--- src/rtl/io_pulse_gen.sv ---
// io_pulse_gen: per-button synchronizer, debouncer and press-to-single-cycle-pulse converter.
// Define IO_PULSE_GEN_ACTIVE_LOW_EN for active-low keys (0 = pressed).
module io_pulse_gen #(
  parameter int WIDTH       = 4,
  parameter int LEN         = 2,
  parameter int SYNC_STAGES = 2
) (
  input  logic             clk,
  input  logic             reset_n,
  input  logic [WIDTH-1:0] buttons,
  output logic [WIDTH-1:0] button_pulse
);
  localparam int CW = $clog2(LEN + 1);
  logic [WIDTH-1:0] din;
  logic [WIDTH-1:0] sq [SYNC_STAGES];
  logic [WIDTH-1:0] sync;
`ifdef IO_PULSE_GEN_ACTIVE_LOW_EN
  assign din = ~buttons;
`else
  assign din = buttons;
`endif
  assign sync = sq[SYNC_STAGES-1];
  always_ff @(posedge clk or negedge reset_n) begin
    if (!reset_n) begin
      for (int s = 0; s < SYNC_STAGES; s++) sq[s] <= '0;
    end else begin
      sq[0] <= din;
      for (int s = 1; s < SYNC_STAGES; s++) sq[s] <= sq[s-1];
    end
  end
  for (genvar i = 0; i < WIDTH; i++) begin : g_ch
    logic          state;
    logic [CW-1:0] cnt;
    logic          pulse;
    logic          diff;
    logic          hit;
    assign diff = sync[i] != state;
    assign hit  = cnt == CW'(LEN - 1);
    // a new level is accepted only after LEN consecutive differing samples
    always_ff @(posedge clk or negedge reset_n) begin
      if (!reset_n) begin
        state <= 1'b0;
        cnt   <= '0;
        pulse <= 1'b0;
      end else begin
        state <= diff && hit ? sync[i] : state;
        cnt   <= diff && !hit ? cnt + 1'b1 : '0;
        pulse <= diff && hit && sync[i];
      end
    end
    assign button_pulse[i] = pulse;
  end
endmodule

--- config.mk ---
export PLATFORM = sky130hd
export DESIGN_NAME = io_pulse_gen
export DESIGN_NICKNAME = d
export VERILOG_FILES = /design/src/rtl/io_pulse_gen.sv
export SDC_FILE = /design/constraint.sdc
export NUM_CORES = 1
export LEC_CHECK = 0
export ABC_AREA = 1
export CAP_MARGIN = 20
export CORE_ASPECT_RATIO = 1.1
export CORE_MARGIN = 2
export CORE_UTILIZATION = 50
export CTS_BUF_LIST = sky130_fd_sc_hd__clkbuf_8
export CTS_CLUSTER_DIAMETER = 120
export DETAILED_ROUTE_END_ITERATION = 6
export PLACE_DENSITY = 0.76
export SLEW_MARGIN = 20
export SYNTH_ARGS = -nofsm -noshare
export SYNTH_HDL_FRONTEND = slang
export SYNTH_SLANG_ARGS = --single-unit
--- constraint.sdc ---
create_clock -name clk -period 0.9 [get_ports clk]
set_input_delay 0.18 -clock clk [delete_from_list [all_inputs] [get_ports clk]]
set_output_delay 0.18 -clock clk [all_outputs]
set_load 0.05 [all_outputs]
Word-level counts from Yosys, hierarchy flattened
Index checks and enable logic that the tools add are counted.
Widths: inputs -> output; s select.
{ "totals": {"register_bits": 24, "input_bits": 6, "output_inout_bits": 4, "word_cells": 46} }
{ "op_classes": {"addsub": 4, "n_eq_ne": 8, "n_mux": 4, "reduce_logical": 16} }
{ "ops": {"columns": ["cell", "count"], "rows": [
  ["$logic_and 1x1->1", 12],
  ["$add 2x1->2 const B", 4],
  ["$eq 2x1->1 const B", 4],
  ["$mux 2", 4],
  ["$logic_not 1->1", 4],
  ["$ne 1x1->1", 4]
]} }

Longest topological paths before layout
{ "logic_depth": {"word_depth": 4, "depth_mapped": 5, "ltp_nobuf": 5} }

Least setup slack after synthesis
Ideal clock, no wire load.
{ "synth_path": {"path_kind": "register to register", "from": "register g_ch[0].cnt[0]", "to": "register g_ch[0].cnt[1]", "setup_time_ns": 0.086, "t_arrival_ns": 0.794, "required_ns": 0.814, "setup_slack_ns": 0.020, "path_stages_with_launch": 3, "path_buffers": 0, "synth_period_minus_slack_ns": 0.880, "cell_sequence": "dfrtp_1 > ha_1 > nor3_1"} }
{ "synth_via": {"elab_chain_len": 4, "elab_cells_between_ends": 5, "classes_between": "add/sub (1); eq/ne (1); mux (1); reduce/logical (2)"} }
{ "synth_lines": {"columns": ["item", "line_no", "source"], "rows": [
  ["from (decl)", "33", "logic [CW-1:0] cnt;"],
  ["from (signal assigned)", "47", "cnt <= diff && !hit ? cnt + 1'b1 : '0;"],
  ["$eq 2x1->1", "38", "assign hit = cnt == CW'(LEN - 1);"],
  ["$logic_not 1->1", "47", null],
  ["$logic_and 1x1->1", "47", null],
  ["$mux 2 (*)", "47", null]
]} }
Mark *: on every way between the ends. The rest lies on a longest branch, timed or not.
A chain may end at the register's enable or synchronous reset.

Final worst setup path
{ "layout_path": {"from": "register g_ch[0].pulse", "to": "output port button_pulse[0]"} }
{ "layout_lines": {"columns": ["item", "line_no", "source"], "rows": [
  ["from (decl)", "34", "logic pulse;"],
  ["from (signal assigned)", "48", "pulse <= diff && hit && sync[i];"],
  ["to (decl)", "11", "output logic [WIDTH-1:0] button_pulse"]
]} }
No word-level cell between the ends.

==> flow_summary.yaml <==
outcome:
  status: "finished, violations left"
  violations: "negative setup slack"
finish:
  final_cells: 108
  num_antenna_cells: 0
  nFillCells: 90
  nets: 103
  drive_above_1_share: 0.440
  area_delta_synth_final_pct: 40.9
  fin_util: 0.756
logic_synthesis:
  synth.distinct_cells: 7
  ys_ff_latch: 24
  netlist_top_cells_area: "dfrtp_1, nand2_1, ha_1"
  synth_top_cell_area_share: 0.702
  synthCells: 76
  synth_top_area_cell: "dfrtp_1"
  synth_area_sq_um: 856
  synth_nets: 86
  yosysSeqAreaShare: 0.702
  yosysWarnings: 0
  syn_area_per_cell_sq_um: 11.3
timing:
  finalHoldViolCount: 0
  rsz0062_at_grt: "true"
  drv_slew: 0
  fmax_mhz: 1000
  period_minus_slack_ps: 999
  setup_slack_ps: -99.5
  setup_violations: 5
  fin_skew_ps: 1.23
  worst_pin_slew_ps: 227
  period_share: 1.11
  maxSlewHeadroom: 0.848
setup_path:
  timing.rr.end: "g_ch[0].state"
  r2r_slack_ps: -50
  max_stage_delay_ps: 400
  reg2reg_from: "g_ch[0].cnt[1]"
  cp-start-kind: "register"
  arrival_ps: 820
  crit_type: "reg -> out"
  worstRegToRegCells: 6
  path_max_fanout: 1
  cp.required_ps: 720
  crit_family: "flip-flops"
  end_kind: "output pin"
  worstPathCellList: "buf_12"
  crit_buf_inv: 1
  worst_path_max_delay_cell: "dfrtp_1"
global_route:
  grt_usage: 0.182
  grt_pass1_vias: 586
  grt_remaining_overflow: 0
  met2_usage: 0.340
  grt_max_degree: 25
  met3_usage: 0.0615
  top_usage_layer: "met2"
  antenna_found_initial: 0
  grt_pass1_wl_microns: 2480
  use_met1: 0.176
clock_network:
  cts_tree: "done"
  cts_root_buf: "clkbuf_8"
  htreeDepth: 1
  clockBufferDepth: 2
  clkSinkCount: 24
  clk_pin_slew_ps: 70
  cts-buffers-inserted: 3
  insertion_delay_ps: 260
worst_hold_path:
  min_path_type: "in -> async"
detailed_routing:
  num_vias: 557
  drt-total-wl_microns: 1540
  drt-initial-drc-count: 1
  dr.pass1.iters: 2
  vias_per_cell: 5.16
  ant_nets: 0
  drc_errors: 0
  routedWlPerCell_microns: 14.2
floorplan:
  rows: 15
  dieHeight_microns: 47.4
  die-area_sq_um: 2060
  core-area_sq_um: 1600
  die_w_microns: 43.4
  ios: 10
  start_util: 0.536
job:
  maxCapViolCount: 0
power_and_ir_drop:
  power_density_nw_per_um2: 3350
  irDropWorstVdd_mv: 2.06
  leakagePower_nw: 0.564
placement:
  dp_cells: 100
  port-buffer-count: 9
  dp_hpwl_microns: 861
  dp_slack_ps: -80.3
  place_congestion: 0.605
-- logic make-up after synthesis --
family,Yosys count,share of synthesized area
AND/OR/NAND/NOR,36,0.170
buffers and inverters,12,0.0702
adder cells (fa/ha/maj),4,0.0585
flip-flops,24,0.702
-- cell usage in the layout, fill, tap and decap left out, drive strengths merged --
cell	count
buf	11
clkbuf	3
clkdlybuf4s50	5
dfrtp	24
ha	4
inv	8
nand2	20
nor2	8
nor3	8
-- per-stage QoR --
stage               setup TNS, ps  hold slack (ps)  cell area [sq um]  power, mW
floorplan                       0             -116                856       2.28
global placement            -73.2              332               1000       2.55
detailed placement           -413              343               1000       2.66
CTS                          -487              263               1150       3.70
global route                 -838              274               1210       4.27
finish                       -441              255               1210       4.04
-- metal layers --
metal	share of wire	wire, microns
met1	0.37	568
met3	0.028	43
met5	0	0
met2	0.58	895
met4	0.018	27
-- state kept, by name, indices dropped and copies added, names as in the netlist --
register,flops
g_ch.state,4
sync,4
g_ch.pulse,4
g_ch.cnt,8
sq,4
-- worst max path at each step --
| stage | to | slack (ps) | from | cells after the start |
|---|---|---|---|---|
| after floorplan | g_ch[0].cnt[1] | 20 | g_ch[0].cnt[0] | 2 |
| after global placement | g_ch[2].cnt[1] | -20 | g_ch[2].cnt[0] | 4 |
| after detailed placement | g_ch[3].cnt[1] | -80 | g_ch[3].cnt[0] | 2 |
| after CTS | button_pulse[0] | -100 | g_ch[0].pulse | 1 |
| after global routing | button_pulse[3] | -120 | g_ch[3].pulse | 1 |
| final | button_pulse[0] | -100 | g_ch[0].pulse | 1 |
-- cells in the mapped netlist --
cell / n
buf_4: 4
dfrtp_1: 24
ha_1: 4
inv_1: 8
nand2_1: 20
nor2_1: 8
nor3_1: 8
-- layout make-up --
| cell class | instances | area, sq um | share of cell area |
|---|---|---|---|
| inverters | 8 | 32.5 | 0.0270 |
| clock buffers | 3 | 41.3 | 0.0342 |
| multi-input cells | 40 | 308 | 0.255 |
| repair buffers | 16 | 203 | 0.168 |
| flip-flops and latches | 24 | 601 | 0.498 |
| well taps | 17 | 21.3 | 0.0176 |
-- report_power, final --
group	leakage [nW]	switching, mW	total [mW]	internal, mW
registers	0.301	0.266	1.66	1.39
clock network	0.0216	0.309	0.608	0.299
logic	0.242	0.871	1.77	0.900
total	0.564	1.45	4.04	2.59
-- timing repair --
| item | CTS | global route |
|---|---|---|
| setup endpoints to repair | 13 | 16 |
| hold buffers | 0 | 0 |
| gates resized for setup | 22 | 12 |
| hold endpoints to repair | 0 | 0 |
| buffers inserted | 4 | 1 |
| pin swaps | 6 | 4 |
Note: power is estimated with default switching activity, not from simulation.
